## src/rtl/data_mem_arbiter.sv

```systemverilog
// data_mem_arbiter: shares the data memory between the processor (port 0)
// and a secondary master (port 1) with round-robin request/ack arbitration.
//
// Ports:
//   clock, reset        rising-edge clock, asynchronous active-low reset
//   pN_req/we/addr/wdata request, direction, block address, write block
//   pN_ack, pN_rdata    one-cycle completion pulse, held read block
//   mem_addr/mem_wdata  latched address/write block towards memory
//   mem_read/mem_write  single-cycle strobes, mutually exclusive
//   mem_rdata           read block, valid MEM_LAT cycles after the strobe
//   busy, owner         arbiter active, last granted port
module data_mem_arbiter #(
    parameter int ADDR_W  = 11,
    parameter int DATA_W  = 256,
    parameter int MEM_LAT = 2
) (
    input  logic              clock,
    input  logic              reset,
    input  logic              p0_req,
    input  logic              p0_we,
    input  logic [ADDR_W-1:0] p0_addr,
    input  logic [DATA_W-1:0] p0_wdata,
    output logic              p0_ack,
    output logic [DATA_W-1:0] p0_rdata,
    input  logic              p1_req,
    input  logic              p1_we,
    input  logic [ADDR_W-1:0] p1_addr,
    input  logic [DATA_W-1:0] p1_wdata,
    output logic              p1_ack,
    output logic [DATA_W-1:0] p1_rdata,
    output logic [ADDR_W-1:0] mem_addr,
    output logic [DATA_W-1:0] mem_wdata,
    output logic              mem_read,
    output logic              mem_write,
    input  logic [DATA_W-1:0] mem_rdata,
    output logic              busy,
    output logic              owner
);

    typedef enum logic [1:0] {
        S_IDLE,
        S_ISSUE,
        S_WAIT,
        S_DONE
    } state_t;

    localparam logic [3:0] LAT_INIT = 4'(MEM_LAT);

    state_t              state_q, state_d;
    logic                last_q, last_d;
    logic                owner_q, owner_d;
    logic [3:0]          cnt_q, cnt_d;
    logic                we_q, we_d;
    logic [ADDR_W-1:0]   addr_q, addr_d;
    logic [DATA_W-1:0]   wdata_q, wdata_d;
    logic [DATA_W-1:0]   rd0_q, rd0_d;
    logic [DATA_W-1:0]   rd1_q, rd1_d;
    logic                gnt;

    // Under contention the port that did not win last time is served,
    // so continuous requesters alternate strictly.
    always_comb begin
        gnt = 1'b0;
        if (p0_req && p1_req) begin
            gnt = ~last_q;
        end else if (p1_req) begin
            gnt = 1'b1;
        end
    end

    always_comb begin
        state_d = state_q;
        last_d  = last_q;
        owner_d = owner_q;
        cnt_d   = cnt_q;
        we_d    = we_q;
        addr_d  = addr_q;
        wdata_d = wdata_q;
        rd0_d   = rd0_q;
        rd1_d   = rd1_q;
        unique case (state_q)
            S_IDLE: begin
                if (p0_req || p1_req) begin
                    owner_d = gnt;
                    last_d  = gnt;
                    we_d    = gnt ? p1_we    : p0_we;
                    addr_d  = gnt ? p1_addr  : p0_addr;
                    wdata_d = gnt ? p1_wdata : p0_wdata;
                    state_d = S_ISSUE;
                end
            end
            S_ISSUE: begin
                cnt_d   = LAT_INIT;
                state_d = S_WAIT;
            end
            S_WAIT: begin
                // Memory data is valid on the edge where the count is 1.
                if (cnt_q == 4'd1) begin
                    cnt_d   = '0;
                    state_d = S_DONE;
                    if (!we_q) begin
                        if (owner_q) begin
                            rd1_d = mem_rdata;
                        end else begin
                            rd0_d = mem_rdata;
                        end
                    end
                end else begin
                    cnt_d = cnt_q - 4'd1;
                end
            end
            S_DONE: begin
                state_d = S_IDLE;
            end
            default: begin
                state_d = S_IDLE;
            end
        endcase
    end

    always_ff @(posedge clock or negedge reset) begin
        if (!reset) begin
            state_q <= S_IDLE;
            last_q  <= 1'b1;
            owner_q <= 1'b0;
            cnt_q   <= '0;
            we_q    <= 1'b0;
            addr_q  <= '0;
            wdata_q <= '0;
            rd0_q   <= '0;
            rd1_q   <= '0;
        end else begin
            state_q <= state_d;
            last_q  <= last_d;
            owner_q <= owner_d;
            cnt_q   <= cnt_d;
            we_q    <= we_d;
            addr_q  <= addr_d;
            wdata_q <= wdata_d;
            rd0_q   <= rd0_d;
            rd1_q   <= rd1_d;
        end
    end

    // Strobes decode straight from state so a reset drops them at once.
    assign mem_read  = (state_q == S_ISSUE) && !we_q;
    assign mem_write = (state_q == S_ISSUE) && we_q;
    assign mem_addr  = addr_q;
    assign mem_wdata = wdata_q;
    assign p0_ack    = (state_q == S_DONE) && !owner_q;
    assign p1_ack    = (state_q == S_DONE) && owner_q;
    assign p0_rdata  = rd0_q;
    assign p1_rdata  = rd1_q;
    assign busy      = (state_q != S_IDLE);
    assign owner     = owner_q;

endmodule

```

## config.mk

```make
export PLATFORM = sky130hd
export DESIGN_NAME = data_mem_arbiter
export DESIGN_NICKNAME = d
export VERILOG_FILES = /design/src/rtl/data_mem_arbiter.sv
export SDC_FILE = /design/constraint.sdc
export NUM_CORES = 1
export LEC_CHECK = 0
export ABC_CLOCK_PERIOD_IN_PS = 1900
export CORE_AREA = 2 2 615 617
export DETAILED_ROUTE_END_ITERATION = 8
export DIE_AREA = 0 0 617 619
export PLACE_DENSITY = 0.37
export SLEW_MARGIN = 5
export SYNTH_ARGS = -nofsm -noshare
export SYNTH_HDL_FRONTEND = slang
export SYNTH_SLANG_ARGS = --single-unit
```

## constraint.sdc

```tcl
create_clock -name clock -period 1.9 [get_ports clock]
set_input_delay 0.285 -clock clock [delete_from_list [all_inputs] [get_ports clock]]
set_output_delay 0.285 -clock clock [all_outputs]
set_load 0.05 [all_outputs]
```

==> results.py, run 1 <==
metrics = {
    "outcome": {
        "status": "complete, but fails checks",
        "violations": "negative setup slack",
    },
    "synthesis": {
        "synth_cell_types": 33,
        "avgSynthCellArea_um2": 13.8,
        "seq_area_frac_synth_pct": 62.4,
        "ys_seq_elements": 788,
        "syn-num-nets": 3091,
        "synth_cells": 2289,
        "yosys_warnings": 0,
        "ys_top_cells_by_area": "dfrtp_1, mux2_2, mux2i_1",
        "async_flop_share_pct": 100,
        "synth.most_common_cell": "dfrtp_1",
        "synth_top_area_share_pct": 62.3,
        "synthFlopType": "dfrtp_1",
        "synth.largest_area_cell": "dfrtp_1",
        "synth_common_cells": "dfrtp_1, mux2_2, mux2i_1, o21ai_0, nand2_1",
        "syn-cell-area_um2": 31600,
        "synth_edf_count": 0,
    },
    "drt": {
        "dr_total_vias": 26700,
        "drc_errors": 0,
        "wl_per_cell_um": 26.4,
        "drt-total-wl_um": 242000,
        "first_iter_violations": 1243,
        "avgViaCountPerCell": 2.91,
        "antenna_left": 0,
        "first_pass_iters": 5,
    },
    "cells_and_area": {
        "stdcell_area_um2": 58400,
        "area_growth_pct": 84.9,
        "fill_cells": 41700,
        "layout-drive-gt1-share_pct": 40.7,
        "final_core_util_pct": 15.6,
        "fin_nets": 4872,
    },
    "setup_path": {
        "worstSetupPathType": "reg -> reg",
        "cp-start-kind": "flop",
        "ff2ff_setup_slack_ns": -0.40,
        "cp-end-kind": "flop",
        "critPathArrivalTime_ns": 2.99,
        "required_ns": 2.59,
        "r2r_start": "cnt_q[1]$_DFFE_PN0P_",
        "ff2ff_path_depth": 10,
        "r2r-end": "p0_rdata[237]$_DFFE_PN0P_",
        "cp_max_fo": 6,
    },
    "power": {
        "power.leakage_nw": 25.3,
        "pwr_density_cell_nw_per_um2": 1940,
        "p_seq_share_pct": 26.6,
        "power_switching_mw": 57.3,
        "p_int_mw": 55.7,
        "ir_drop_uv": 778,
        "switching_share_pct": 50.7,
        "clkPwrFrac_pct": 18.3,
        "p_comb_share_pct": 55.0,
    },
    "floorplanning": {
        "die_h_um": 619,
        "ios": 1581,
        "die_area_um2": 382000,
        "core-area_um2": 375000,
        "rows": 225,
        "die_w_um": 617,
        "initial_core_util_pct": 8.44,
    },
    "timing": {
        "rsz0062_at_grt": "yes",
        "worst_slack_ns": -0.403,
        "finClkSkew_ns": 0.0411,
        "finalCriticalPeriod_ns": 2.30,
        "maxSlewHeadroom_pct": 61.5,
        "maxSlewViolCount": 0,
        "setup_viol": 724,
        "hold_viol": 0,
        "worstMarginPinSlew_ns": 0.577,
        "holdWs_ns": 0.112,
        "fin_crit_sh_pct": 121,
        "fmax_ghz": 0.434,
        "tns_ns": -126.97,
    },
    "grt": {
        "grt_max_degree": 92,
        "grt_overflow": 0,
        "grt_pass1_vias": 27800,
        "grt_antenna_before_repair": 140,
        "grt_pass1_wl_um": 305000,
        "globalRouteTotalUtil_pct": 12.1,
    },
    "placement": {
        "gp_congestion": 0.921,
        "dp_slack_ns": -0.616,
        "dpl_cell_area_um2": 54000,
        "hpwl_um": 206000,
        "place.port_buffers": 1580,
    },
    "clocking": {
        "h-tree-depth": 3,
        "cts_buffers": 108,
        "cts_root_buf": "clkbuf_16",
        "clk_latency_ns": 0.80,
        "clkTransAtPathRegs_ns": 0.06,
        "clock-sinks": 788,
        "clock_path_buffers": 4,
        "cts_tree": "yes",
    },
    "worst_hold_path": {
        "whs_path_depth": 2,
        "hold_class": "in -> reg",
        "min_to": "p1_rdata[149]$_DFFE_PN0P_",
        "hp-start": "mem_rdata[149]",
    },
    "run": {
        "max_cap_viol_count": 0,
    },
}
-- state kept, by name, summed over array words and instances, names as in the netlist --
| register | cells |
|---|---|
| cnt_q | 4 |
| last_q | 1 |
| mem_addr | 11 |
| mem_wdata | 256 |
| owner | 1 |
| p0_rdata | 256 |
| p1_rdata | 256 |
| state_q | 2 |
| we_q | 1 |
-- repair_timing --
item                                    4_1_cts  5_1_grt
hold endpoints to repair                    787        0
cloned                                       13        8
hold buffers                                 32        0
pin swaps                                     3        0
setup buffers                                27        8
endpoints found under the setup margin      846      772
resized for setup                          1531       63
-- layer usage --
metal / part of all wire, % / wire, µm / track usage (%)
met1: 38 / 91300 / 13.2
met3: 6.4 / 15500 / 3.50
met2: 52 / 127000 / 22.6
met5: 0.10 / 247 / 0
met4: 3.4 / 8300 / 3.50
-- through the flow --
| step | total power [mW] | std cells |
|---|---|---|
| detailed placement | 95.0 | 8878 |
| CTS | 115 | 9141 |
| floorplan | 65.4 | 2289 |
| global placement | 94.8 | 8878 |
| global route | 118 | 9172 |
| finish | 113 | 9179 |
-- worst max path at each step --
stage	to	start	slack, ns
after floorplan	p0_rdata[115]$_DFFE_PN0P_	cnt_q[1]$_DFFE_PN0P_	-0.11
after global placement	p0_rdata[97]$_DFFE_PN0P_	cnt_q[1]$_DFFE_PN0P_	-0.63
after detailed placement	p0_rdata[85]$_DFFE_PN0P_	cnt_q[1]$_DFFE_PN0P_	-0.62
after CTS	p0_rdata[75]$_DFFE_PN0P_	cnt_q[1]$_DFFE_PN0P_	-0.46
after global routing	p0_rdata[218]$_DFFE_PN0P_	cnt_q[1]$_DFFE_PN0P_	-0.50
final	p0_rdata[237]$_DFFE_PN0P_	cnt_q[1]$_DFFE_PN0P_	-0.40
-- placed cells by master (no fill, tap or decap), drive strengths merged, types with 2 or more instances in the layout --
cell / count
bufinv: 6
clkdlybuf4s50: 794
inv: 14
nor2b: 3
dlygate4sd3: 32
diode: 32
clkdlybuf4s18: 3
clkdlybuf4s15: 56
nand2: 268
mux2i: 270
mux2: 513
ha: 6
clkbuf: 158
a31oi: 2
clkinv: 25
clkinvlp: 4
dfrtp: 787
buf: 924
o21ai: 270
and2: 2
-- cell type report --
class / count / area [µm²] / share of cell area (%)
repair buffers: 1816 / 17000 / 29.2
well taps: 4994 / 6250 / 10.7
inverters: 7 / 33.8 / 0.0578
clock inverters: 42 / 427 / 0.730
diodes: 32 / 80.1 / 0.137
flip-flops and latches: 788 / 19700 / 33.8
clock buffers: 151 / 3110 / 5.31
multi-input cells: 1349 / 11800 / 20.2
-- critical path, cell delays in order (launching register included) --
cell and delay (ns):
dfrtp_1 0.39, inv_2 0.08, ha_4 0.12, or3b_4 0.38, nor4_4 0.19, buf_12 0.20
buf_12 0.14, buf_8 0.12, buf_12 0.10, buf_16 0.12, mux2_2 0.32
-- power groups by stage --
stage	combinational [mW]	sequential, mW	clock (mW)
floorplan	9.62	55.8	0
global placement	64.5	30.3	0
detailed placement	64.7	30.4	0
CTS	63.5	30.2	21.7
global route	64.9	31.1	22.2
finish	62.2	30.1	20.7
-- cell families after synthesis --
group / share of synthesized area, %
adders and majority gates: 0.238
DFF: 62.4
buffers and inverters: 2.58
muxes: 26.8
and+or+nand+nor: 3.46
AOI/OAI and AO/OA: 4.50
Note: power is estimated with default switching activity, not from simulation.
==> run 2: changes to the inputs <==
- ABC_CLOCK_PERIOD_IN_PS: 1900 -> 2000
- clock period: 1.9 -> 2 ns (I/O delays scaled with it)
==> results.py, run 2 (synthesis gave the netlist of run 1 again) <==
metrics = {
    "outcome": {
        "status": "complete, but fails checks",
        "violations": "negative setup slack",
    },
    "floorplanning": {
        "rows": 225,
        "initial_core_util_pct": 8.44,
        "core-area_um2": 375000,
        "die_area_um2": 382000,
        "die_h_um": 619,
        "ios": 1581,
        "die_w_um": 617,
    },
    "timing": {
        "finClkSkew_ns": 0.0431,
        "maxSlewViolCount": 0,
        "hold_viol": 0,
        "rsz0062_at_grt": "yes",
        "fmax_ghz": 0.423,
        "worst_slack_ns": -0.363,
        "finalCriticalPeriod_ns": 2.36,
        "fin_crit_sh_pct": 118,
        "holdWs_ns": 0.119,
        "worstMarginPinSlew_ns": 0.622,
        "maxSlewHeadroom_pct": 58.6,
        "setup_viol": 388,
        "tns_ns": -82.67,
    },
    "clocking": {
        "h-tree-depth": 3,
        "clk_latency_ns": 0.84,
        "clock_path_buffers": 4,
        "clock-sinks": 788,
        "cts_tree": "yes",
        "cts_root_buf": "clkbuf_16",
        "clkTransAtPathRegs_ns": 0.06,
        "cts_buffers": 109,
    },
    "cells_and_area": {
        "final_cell_mix": "clkdlybuf4s50_1, dfrtp_1, buf_4",
        "fin_cells": 9192,
        "area_growth_pct": 89.6,
        "multi_input_area_um2": 12000,
        "fin_nets": 4886,
        "fill_cells": 41700,
        "stdcell_area_um2": 59900,
        "ff_latch_area_um2": 19700,
        "layout_commonest_cell": "clkdlybuf4s50_1",
        "layout-drive-gt1-share_pct": 35.7,
    },
    "power": {
        "pwr_density_cell_nw_per_um2": 1820,
        "ir_drop_uv": 1080,
        "power.leakage_nw": 27.9,
    },
    "placement": {
        "place.port_buffers": 1580,
        "hpwl_um": 215000,
        "dpl.cell_count": 8893,
        "gp_congestion": 0.930,
        "dpl_cell_area_um2": 54400,
        "dp_slack_ns": -0.728,
    },
    "worst_hold_path": {
        "whs_path_depth": 3,
        "min_to": "mem_wdata[206]$_DFFE_PN0P_",
        "hp-start": "p0_wdata[206]",
        "hold_class": "in -> reg",
    },
    "setup_path": {
        "cp-start-kind": "flop",
        "r2r-end": "p0_rdata[83]$_DFFE_PN0P_",
        "ff2ff_setup_slack_ns": -0.36,
        "worstSetupPathType": "reg -> reg",
        "critPathArrivalTime_ns": 3.08,
        "r2r_start": "cnt_q[1]$_DFFE_PN0P_",
        "cp_max_fo": 10,
        "ff2ff_path_depth": 10,
        "cp-end-kind": "flop",
        "required_ns": 2.72,
    },
    "drt": {
        "first_iter_violations": 1379,
        "top_layer": "met5",
        "wl_per_cell_um": 27.5,
        "dr_wl_met2_um": 135000,
        "dr_total_vias": 26700,
        "antenna_left": 0,
        "avgViaCountPerCell": 2.90,
        "wl_met3_um": 15300,
        "drt-total-wl_um": 253000,
        "drc_errors": 0,
        "m1WireLength_um": 94500,
        "first_pass_iters": 5,
    },
    "grt": {
        "globalRouteTotalUtil_pct": 12.6,
        "grt_max_degree": 94,
        "grt_pass1_wl_um": 316000,
        "grt_overflow": 0,
        "grt_pass1_vias": 28300,
        "grt_antenna_before_repair": 135,
    },
    "run": {
        "max_cap_viol_count": 0,
    },
}
==> run 2: changes by cell type in the layout (fill, tap and decap cells not counted), moves of 6 or more <==
cell and change:
clkdlybuf4s50_1 +16, mux2_4 +70, buf_16 +6, buf_4 -114
dlygate4sd3_1 -6, dlymetal6s2s_1 +199, clkbuf_2 +207, mux2_2 -75
clkdlybuf4s15_2 -56, buf_2 -233, buf_6 -6
==> run 2: critical path, stage by stage (launching register included) <==
cell and delay (ns):
dfrtp_1 0.39, inv_2 0.08, ha_4 0.13, or3b_4 0.38, nor4_4 0.19, buf_12 0.16, buf_16 0.15, buf_12 0.15
buf_12 0.14, buf_16 0.16, mux2_4 0.31
==> run 2: stage by stage <==
step	power (mW)	util [%]
detailed placement	91.2	14.5
global route	114	16.0
finish	109	16.0
global placement	91.0	14.5
CTS	113	15.9
floorplan	62.0	-
==> run 2: routing by layer <==
| metal | GRT usage [%] | up-vias |
|---|---|---|
| met1 | 13.7 | 13500 |
| met2 | 24.0 | 1111 |
| met5 | 0 | - |
| li1 | - | 11700 |
| met3 | 3.32 | 404 |
| met4 | 3.16 | 38 |
==> run 2: worst max path at each step <==
stage                          from                         to  depth (start not counted)
4_1_cts        cnt_q[1]$_DFFE_PN0P_  p0_rdata[163]$_DFFE_PN0P_                          9
3_3_place_gp   cnt_q[1]$_DFFE_PN0P_  p0_rdata[112]$_DFFE_PN0P_                          7
6_report       cnt_q[1]$_DFFE_PN0P_   p0_rdata[83]$_DFFE_PN0P_                         10
3_5_place_dp   cnt_q[1]$_DFFE_PN0P_   p0_rdata[78]$_DFFE_PN0P_                          7
2_1_floorplan  cnt_q[1]$_DFFE_PN0P_   p0_rdata[15]$_DFFE_PN0P_                          7
5_1_grt        cnt_q[1]$_DFFE_PN0P_   p0_rdata[30]$_DFFE_PN0P_                         10
==> run 2: area by class of cell <==
cell class	count	share of cell area, %
sequential	788	32.9
timing repair buffer	1829	30.3
multi-input combinational	1349	20.1
tap	4994	10.4
clock buffer	153	5.21
clock inverter	41	0.896
antenna	31	0.129
inverter	7	0.0522
==> run 2: repair_timing <==
action,in CTS,in global routing
buffers inserted,21,10
gates resized for setup,145,795
setup endpoints to repair,933,940
cloned,14,14
hold endpoints to repair,749,0
hold buffers,26,0
pin swaps,1,2
==> run 2: power by group <==
group / switching, mW / internal, mW
registers: 4.96 / 23.4
clock network: 8.24 / 12.2
logic: 41.9 / 18.7
